==> src/rtl/decode_pkg.sv <==
// Shared opcode constants, instruction field positions and immediate-extension helper
// for the decode stage.
package decode_pkg;

    typedef logic [5:0] opcode_t;

    localparam opcode_t OP_RTYPE = 6'h00;
    localparam opcode_t OP_ANDI  = 6'h0C;
    localparam opcode_t OP_ORI   = 6'h0D;
    localparam opcode_t OP_XORI  = 6'h0E;

    localparam int OP_LSB  = 26;
    localparam int OP_W    = 6;
    localparam int RS_LSB  = 21;
    localparam int RT_LSB  = 16;
    localparam int RD_LSB  = 11;
    localparam int IMM_LSB = 0;
    localparam int IMM_W   = 16;

    // Logical immediates are zero-extended; everything else is sign-extended.
    function automatic logic is_zext_op(input opcode_t op);
        return (op == OP_ANDI) || (op == OP_ORI) || (op == OP_XORI);
    endfunction

endpackage

==> src/rtl/decode_pipe_if.sv <==
// Bundle of the decode stage's instruction handshake, decoded-output handshake and
// writeback port.
interface decode_pipe_if #(
    parameter int XLEN = 32,
    parameter int NREG = 32
);
    localparam int AW = $clog2(NREG);

    // valid/ready: a transfer happens on a rising edge where both are 1; a source
    // holding valid keeps its payload stable until that edge.
    logic            in_valid;
    logic            in_ready;
    logic [31:0]     ir_i;
    logic            out_valid;
    logic            out_ready;
    logic [5:0]      op;
    logic [XLEN-1:0] A;
    logic [XLEN-1:0] B;
    logic [XLEN-1:0] Imm;
    logic [AW-1:0]   rd_o;
    logic            wb_en;
    logic [AW-1:0]   wb_addr;
    logic [XLEN-1:0] wb_data;

    modport master (
        output in_valid, ir_i, out_ready, wb_en, wb_addr, wb_data,
        input  in_ready, out_valid, op, A, B, Imm, rd_o
    );

    modport slave (
        input  in_valid, ir_i, out_ready, wb_en, wb_addr, wb_data,
        output in_ready, out_valid, op, A, B, Imm, rd_o
    );

endinterface

==> src/rtl/decode_regfile.sv <==
// Register file: two async read ports, one sync write port, r0 hardwired to zero.
// DECODE_BYPASS_EN makes a same-cycle write visible on the read ports.
module decode_regfile #(
    parameter int XLEN = 32,
    parameter int NREG = 32,
    parameter int AW   = $clog2(NREG)
) (
    input  logic            clk,
    input  logic            rst,
    input  logic [AW-1:0]   ra_addr,
    output logic [XLEN-1:0] ra_data,
    input  logic [AW-1:0]   rb_addr,
    output logic [XLEN-1:0] rb_data,
    input  logic            we,
    input  logic [AW-1:0]   waddr,
    input  logic [XLEN-1:0] wdata
);

    logic [XLEN-1:0] mem [NREG];

    always_ff @(posedge clk) begin
        if (rst) begin
            for (int i = 0; i < NREG; i++) begin
                mem[i] <= '0;
            end
        end else if (we && (waddr != '0)) begin
            mem[waddr] <= wdata;
        end
    end

    always_comb begin
        ra_data = mem[ra_addr];
        rb_data = mem[rb_addr];
`ifdef DECODE_BYPASS_EN
        if (we && (waddr == ra_addr)) ra_data = wdata;
        if (we && (waddr == rb_addr)) rb_data = wdata;
`endif
        if (ra_addr == '0) ra_data = '0;
        if (rb_addr == '0) rb_data = '0;
    end

endmodule

==> src/rtl/decode_pipe.sv <==
// Single-entry decode stage with operand fetch and stale-operand refresh while stalled.
// Optional build macro DECODE_BYPASS_EN enables regfile write-through.
module decode_pipe
    import decode_pkg::*;
#(
    parameter int XLEN = 32,
    parameter int NREG = 32
) (
    input logic         clk,
    input logic         rst,
    decode_pipe_if.slave bus
);

    localparam int AW = $clog2(NREG);

    logic [5:0]      ir_op;
    logic [AW-1:0]   ir_rs, ir_rt, ir_rd;
    logic [15:0]     ir_imm;
    logic [XLEN-1:0] imm_d;

    logic            out_valid_q;
    logic [5:0]      op_q;
    logic [XLEN-1:0] a_q, b_q, imm_q;
    logic [AW-1:0]   rd_q, rs_q, rt_q;
    logic            pend_a_q, pend_b_q;

    logic            stall, accept;
    logic            hit_a, hit_b, refresh_a, refresh_b;
    logic [AW-1:0]   ra_addr, rb_addr;
    logic [XLEN-1:0] ra_data, rb_data;

    assign ir_op  = bus.ir_i[OP_LSB +: OP_W];
    assign ir_rs  = bus.ir_i[RS_LSB +: AW];
    assign ir_rt  = bus.ir_i[RT_LSB +: AW];
    assign ir_rd  = bus.ir_i[RD_LSB +: AW];
    assign ir_imm = bus.ir_i[IMM_LSB +: IMM_W];

    assign imm_d = is_zext_op(ir_op) ? {{(XLEN-16){1'b0}}, ir_imm}
                                     : {{(XLEN-16){ir_imm[15]}}, ir_imm};

    assign stall  = out_valid_q && !bus.out_ready;
    assign accept = bus.in_valid && !stall;

    // While stalled the read ports watch the held source registers.
    assign ra_addr = stall ? rs_q : ir_rs;
    assign rb_addr = stall ? rt_q : ir_rt;

    assign hit_a = bus.wb_en && (bus.wb_addr != '0) && (bus.wb_addr == rs_q);
    assign hit_b = bus.wb_en && (bus.wb_addr != '0) && (bus.wb_addr == rt_q);

    // Without write-through, the write-cycle read sees the old value, so a hit is
    // re-read one cycle later once the regfile holds the new data.
    assign refresh_a = stall && (hit_a || pend_a_q);
    assign refresh_b = stall && (hit_b || pend_b_q);

    decode_regfile #(
        .XLEN (XLEN),
        .NREG (NREG),
        .AW   (AW)
    ) u_regfile (
        .clk     (clk),
        .rst     (rst),
        .ra_addr (ra_addr),
        .ra_data (ra_data),
        .rb_addr (rb_addr),
        .rb_data (rb_data),
        .we      (bus.wb_en),
        .waddr   (bus.wb_addr),
        .wdata   (bus.wb_data)
    );

    always_ff @(posedge clk) begin
        if (rst) begin
            out_valid_q <= 1'b0;
            op_q        <= '0;
            a_q         <= '0;
            b_q         <= '0;
            imm_q       <= '0;
            rd_q        <= '0;
            rs_q        <= '0;
            rt_q        <= '0;
            pend_a_q    <= 1'b0;
            pend_b_q    <= 1'b0;
        end else begin
            pend_a_q <= stall && hit_a;
            pend_b_q <= stall && hit_b;
            if (accept) begin
                out_valid_q <= 1'b1;
                op_q        <= ir_op;
                a_q         <= ra_data;
                b_q         <= rb_data;
                imm_q       <= imm_d;
                rd_q        <= (ir_op == OP_RTYPE) ? ir_rd : ir_rt;
                rs_q        <= ir_rs;
                rt_q        <= ir_rt;
            end else begin
                if (bus.out_ready) out_valid_q <= 1'b0;
                if (refresh_a) a_q <= ra_data;
                if (refresh_b) b_q <= rb_data;
            end
        end
    end

    assign bus.in_ready  = !stall;
    assign bus.out_valid = out_valid_q;
    assign bus.op        = op_q;
    assign bus.A         = a_q;
    assign bus.B         = b_q;
    assign bus.Imm       = imm_q;
    assign bus.rd_o      = rd_q;

endmodule

==> src/flat_wrapper.sv <==
// flat-port wrapper written by rule: the top's interface ports become plain ports
module decode_pipe_flat import decode_pkg::*;
#(
    parameter int XLEN = 32,
    parameter int NREG = 32
)
  (clk, rst, bus_in_valid, bus_ir_i, bus_out_ready, bus_wb_en, bus_wb_addr, bus_wb_data, bus_in_ready, bus_out_valid, bus_op, bus_A, bus_B, bus_Imm, bus_rd_o);
  decode_pipe_if #(.XLEN(XLEN), .NREG(NREG)) bus_i ();
  input logic clk;
  input logic rst;
  input wire logic [$bits(bus_i.in_valid)-1:0] bus_in_valid;
  input wire logic [$bits(bus_i.ir_i)-1:0] bus_ir_i;
  input wire logic [$bits(bus_i.out_ready)-1:0] bus_out_ready;
  input wire logic [$bits(bus_i.wb_en)-1:0] bus_wb_en;
  input wire logic [$bits(bus_i.wb_addr)-1:0] bus_wb_addr;
  input wire logic [$bits(bus_i.wb_data)-1:0] bus_wb_data;
  output wire logic [$bits(bus_i.in_ready)-1:0] bus_in_ready;
  output wire logic [$bits(bus_i.out_valid)-1:0] bus_out_valid;
  output wire logic [$bits(bus_i.op)-1:0] bus_op;
  output wire logic [$bits(bus_i.A)-1:0] bus_A;
  output wire logic [$bits(bus_i.B)-1:0] bus_B;
  output wire logic [$bits(bus_i.Imm)-1:0] bus_Imm;
  output wire logic [$bits(bus_i.rd_o)-1:0] bus_rd_o;
  assign bus_i.in_valid = bus_in_valid;
  assign bus_i.ir_i = bus_ir_i;
  assign bus_i.out_ready = bus_out_ready;
  assign bus_i.wb_en = bus_wb_en;
  assign bus_i.wb_addr = bus_wb_addr;
  assign bus_i.wb_data = bus_wb_data;
  assign bus_in_ready = bus_i.in_ready;
  assign bus_out_valid = bus_i.out_valid;
  assign bus_op = bus_i.op;
  assign bus_A = bus_i.A;
  assign bus_B = bus_i.B;
  assign bus_Imm = bus_i.Imm;
  assign bus_rd_o = bus_i.rd_o;
  decode_pipe #(.XLEN(XLEN), .NREG(NREG)) u_core (.clk(clk), .rst(rst), .bus(bus_i));
endmodule
==> config.mk <==
export PLATFORM = sky130hd
export DESIGN_NAME = decode_pipe_flat
export DESIGN_NICKNAME = d
export VERILOG_FILES = /design/src/rtl/decode_pkg.sv /design/src/rtl/decode_pipe_if.sv /design/src/rtl/decode_regfile.sv /design/src/rtl/decode_pipe.sv /design/src/flat_wrapper.sv
export SDC_FILE = /design/constraint.sdc
export NUM_CORES = 2
export LEC_CHECK = 0
export BUFFER_PORTS_ARGS = -buffer_cell sky130_fd_sc_hd__buf_2
export CAP_MARGIN = 20
export CORE_MARGIN = 10
export CORE_UTILIZATION = 35
export CTS_BUF_LIST = sky130_fd_sc_hd__clkbuf_8
export DETAILED_ROUTE_END_ITERATION = 16
export GPL_TIMING_DRIVEN = 0
export PLACE_DENSITY = 0.57
export SYNTH_ARGS = -nofsm -noshare
export SYNTH_HDL_FRONTEND = slang
export SYNTH_SLANG_ARGS = --single-unit
==> constraint.sdc <==
create_clock -name clk -period 2.9 [get_ports clk]
set_clock_uncertainty 0.05 [all_clocks]
set_input_delay 0.58 -clock clk [delete_from_list [all_inputs] [get_ports clk]]
set_output_delay 0.58 -clock clk [all_outputs]
set_load 0.01 [all_outputs]
Word-level counts from Yosys, hierarchy flattened
Memory sizes are Yosys's and may differ from the RTL's. Index checks and enable logic that the tools add are counted.

Reduce and logical (&&, ||, !) cells: 23. Eq/ne operators: 5. Multiplexer cells: 20.

Operators by type and width (number): $mux 32 (8); $reduce_or 32->1 (1); $mux 5 (4); $eq 6x4->1 const B (3); $eq 5x5->1 (2); $logic_not 5->1 (2); $logic_and 1x1->1 (9); $mux 1 (8); $logic_not 6->1 (1); $reduce_bool 2->1 (3); $reduce_bool 5->1 (1); $logic_or 1x1->1 (4); $logic_not 1->1 (2).

Logic and storage cells: 59. Bits of input ports: 74. RAM bits: 1024. Memories kept: 1. Flip-flop bits (word level): 120. Output and inout port bits: 109.

Memories: u_core.u_regfile.mem (words 32, bits a word 32, rd ports 2, clocked after Yosys merged registers in 0, wr ports 32, line decode_regfile.sv:19) `logic [XLEN-1:0] mem [NREG];`.

Logic depth before layout (Yosys ltp)
Depth in word-level cells: 7. Mapped depth: 12. Gate-level depth less buffers: 8.

By module
A second synthesis with hierarchy kept.

Cells, all modules: 4344. Area, all modules: 60939.7 um2.

Modules (own cells, without submodules): decode_regfile (area each 54232.0 um2, cells an instance 3502, seq. area each 30749.5 um2, instances 1); decode_pipe (area each 6707.7 um2, cells an instance 842, seq. area each 2102.0 um2, instances 1).

Worst setup path before layout
OpenSTA, ideal clock, no wires.

Kind: input-to-reg. Start: input port bus_wb_addr[3]. End: memory u_core.u_regfile.mem[28][0] (enable). Slack: 68 ps. Data required time: 2475 ps. Arrival time: 2407 ps. Path buffers: 2. Library setup time: 375 ps. Stages on the path: 7. Cells stage by stage: clkbuf_1 > or3_1 > o31ai_2 > or4_1 > clkbuf_1 > nor2_1 > or2_2.

RTL lines: from (decl) (line flat_wrapper.sv:15) `input wire logic [$bits(bus_i.wb_addr)-1:0] bus_wb_addr;`; to (decl) (line decode_regfile.sv:19).

Worst setup path after layout
Start: register u_core.out_valid_q (netlist: u_core.bus.out_valid). End: register u_core.a_q[11] (netlist: u_core.bus.A[11]).

Cells in the longest elaborated chain, start to end: 6. Elaborated cells on any way between the ends: 11. Classes of those cells: 4 x mux; 6 x reduce/logical; 1 x memory.

RTL lines: from (decl) (line decode_pipe.sv:21) `logic out_valid_q;`; from (signal assigned) (line decode_pipe.sv:74) `out_valid_q <= 1'b0;`; from (signal assigned) (line decode_pipe.sv:88) `out_valid_q <= 1'b1;`; from (signal assigned) (line decode_pipe.sv:97) `if (bus.out_ready) out_valid_q <= 1'b0;`; $logic_and 1x1->1 (*) (line decode_pipe.sv:41) `assign stall = out_valid_q && !bus.out_ready;`; $mux 5 (line decode_pipe.sv:45) `assign ra_addr = stall ? rs_q : ir_rs;`; $mem_v2 32x32 / $logic_not 5->1 (equally long branches); $mux 32 (line decode_regfile.sv:38) `if (ra_addr == '0) ra_data = '0;`; $mux 32 (line decode_pipe.sv:98) `if (refresh_a) a_q <= ra_data;`; $mux 32 (line decode_pipe.sv:87) `if (accept) begin`; to (signal assigned) (line decode_pipe.sv:90) `a_q <= ra_data;`; to (signal assigned) (line decode_pipe.sv:98); to (decl) (line decode_pipe.sv:23) `logic [XLEN-1:0] a_q, b_q, imm_q;`.

Every way passes the cells marked *; elsewhere a longest branch is shown, timed or not. The select of a mux whose other input is x is not followed. A chain may end at the register's enable or synchronous reset.

==> reports/qor.yml <==
status: "finished, violations left"
failed_checks: "setup timing"
ir_drop_uv: 475
use_met1_pct: 35.9
clk_pin_slew_ns: 0.08
finalSetupViolations: 132
regToRegStartpoint: "u_core.bus.out_valid"
critPathCaptureType: "flop"
die-area_um2: 184000
power.leakage_nw: 27.4
grt_pass1_wl_um: 390000
drive_above_1_share_pct: 23.9
drcViolationCount: 0
yosysWarningCount: 0
gr-usage-met3_pct: 11.0
postSynthAreaPerCell_um2: 11.3
rsz0062_at_grt: "true"
power_per_cell_area_nw_per_um2: 566
via_per_inst: 6.14
slew_viol_final: 0
period_needed_ns: 3.18
cts.path.max_buffers: 3
cts_max_level: 4
ys_seq_elements: 1129
cp.required_ns: 3.79
clk_latency_ns: 1.04
final_common_cell: "edfxtp_1"
antenna_found_initial: 24
ctsRootBufferMaster: "clkbuf_8"
ys_seq_area_share_pct: 56.2
finish.instance_area_um2: 73500
grt_max_degree: 33
path_cells: "nor2b_4 > buf_4 > nor2_1 > a21oi_4 > clkbuf_2 > nor4_4 > nor3_4 > a211o_1"
max_stage_delay_ns: 0.71
hold_start: "rst"
ant_nets: 0
place_congestion: 1.03
die_h_um: 429
first_pass_iters: 9
grt_usage_pct: 30.4
die_w_um: 429
top_usage_layer: "met2"
ys_types: 50
portBuffers: 175
cap_violations: 0
initial_core_util_pct: 35.3
worst_pin_slew_ns: 1.24
cts_tree: "yes"
vias: 50100
synth_cells: 5160
synth-main-ff-cell: "edfxtp_1"
critPathKind: "reg2reg"
fin_ws_ns: -0.284
maxSlewHeadroom_pct: 17.6
area_growth_pct: 25.6
r2r_setup_slack_ns: -0.28
cp.arrival_ns: 4.08
worstRegToRegCells: 8
whs_path_depth: 3
crit_fanout: 10
nFillCells: 15200
power.total_mw: 41.6
cp-startpoint: "u_core.bus.out_valid"
num_rows: 149
synth_edf_count: 1024
period_share_pct: 110
crit_slowest_cell: "nor3_4"
most-common-layout-cells: "edfxtp_1, and2_1, nand2_1"
dpl_cell_area_um2: 63200
dp.final_hpwl_um: 205000
cts_buffers: 195
use_met2_pct: 43.9
critPathLaunchType: "flop"
setup_tns_ns: -11.06
fmax_ghz: 0.314
globalRouteOverflowTotal: 0
hold_class: "in2reg"
async_flop_share_pct: 0
synth_area_um2: 58500
io_pins: 183
first_iter_violations: 8247
hold_violations: 0
wirelength_um: 294000
fin_nets: 5859
wl_per_cell_um: 36.0
coreArea_um2: 166000
grt_pass1_vias: 47600
cts_sinks: 1129
-- routing by layer --
layer	vias up	wire length (um)
li1	20000	-
met1	24600	101000
met2	4342	121000
met3	1114	41200
met4	16	30200
met5	-	177
-- final timing paths --
check                     endpoint
setup / recovery  u_core.bus.A[11]
setup reg to reg  u_core.bus.A[11]
hold / removal     u_core.bus.A[0]
hold reg to reg   u_core.bus.op[2]
-- stage by stage --
| step | hold WS, ns | std cells | utilization (%) | setup slack [ns] |
|---|---|---|---|---|
| after floorplan | 0.411 | 5191 | - | 0.0679 |
| after global placement | 0.389 | 7555 | 37.6 | -3.69 |
| after detailed placement | 0.396 | 7623 | 38.2 | -2.09 |
| after CTS | 0.0305 | 8083 | 43.2 | -0.0922 |
| after global routing | 0.0368 | 8141 | 44.4 | -0.215 |
| final | 0.0715 | 8146 | 44.4 | -0.284 |
-- synthesized netlist by cell type (3+ instances only) --
master / instances / area share, %
nor2_1: 104 / 0.67
o221ai_1: 19 / 0.28
nor3_1: 113 / 0.97
nor4b_1: 3 / 0.045
mux2_2: 10 / 0.19
nand3_1: 84 / 0.72
nor3b_1: 6 / 0.077
o22ai_1: 218 / 2.3
or2_2: 33 / 0.35
buf_1: 25 / 0.16
or3b_2: 3 / 0.045
nor2b_1: 8 / 0.086
clkbuf_1: 350 / 2.2
a32oi_1: 19 / 0.28
xnor2_1: 4 / 0.060
inv_1: 6 / 0.039
edfxtp_1: 1024 / 53
and2_1: 997 / 11
buf_6: 11 / 0.21
xor2_1: 6 / 0.090
nand2b_1: 3 / 0.032
dfxtp_1: 105 / 3.6
a31oi_1: 6 / 0.064
buf_2: 90 / 0.77
mux4_2: 174 / 6.7
a211oi_1: 13 / 0.17
mux2i_1: 286 / 4.9
nand4_1: 3 / 0.032
nand3b_1: 6 / 0.077
nor4_1: 151 / 1.6
a211o_1: 62 / 0.93
buf_4: 34 / 0.44
a31oi_2: 4 / 0.086
nand2_1: 828 / 5.3
a21oi_1: 331 / 2.8
-- report_power, final --
group	switching, mW	internal [mW]
sequential	0.656	18.7
combinational	5.34	2.92
clock	7.33	6.66
-- worst max-delay path, delay by kind of cell, from the launching register on --
kind            cells  cell delay (ns)
compound gates      2             0.60
flops               1             0.35
buf+inv             2             0.88
simple gates        4             1.18
-- timing repair --
item,CTS,global route
pin swaps,95,94
hold endpoints to repair,72,0
setup buffers,41,40
hold buffers,69,0
resized for setup,887,241
endpoints found under the setup margin,367,100
cloned,3,5
-- logic make-up (layout without fill, tap and decap cells) --
family	count (synthesis)	count (layout)	share of synthesized area, %
AOI/OAI and AO/OA	682	682	7.12
xor gates and xnor gates	10	10	0.150
buffers and inverters	517	1274	3.87
DFF	1129	1129	56.2
muxes	474	474	11.9
other	1	41	0.00641
and+or+nand+nor	2347	2347	20.8
-- state kept, by name, summed over array words and instances (netlist names) --
signal and cells:
u_core.u_regfile.mem 1024, u_core.pend_b_q 1, u_core.bus.rd_o 5, u_core.bus.Imm 17
u_core.rs_q 5, u_core.bus.op 6, u_core.bus.out_valid 1, u_core.bus.A 32
u_core.bus.B 32, u_core.rt_q 5, u_core.pend_a_q 1
-- final cells by class --
type,count,area [um^2],area share (%)
Timing Repair Buffer,407,3830,5.21
Multi-Input combinational cell,3545,26600,36.2
Clock buffer,206,2840,3.86
Inverter,7,28.8,0.0392
Tap cell,2189,2740,3.73
Clock inverter,154,716,0.974
Antenna cell,9,22.5,0.0307
Sequential cell,1129,32900,44.7
Buffer,500,3870,5.27
(Power assumes the default switching activity.)
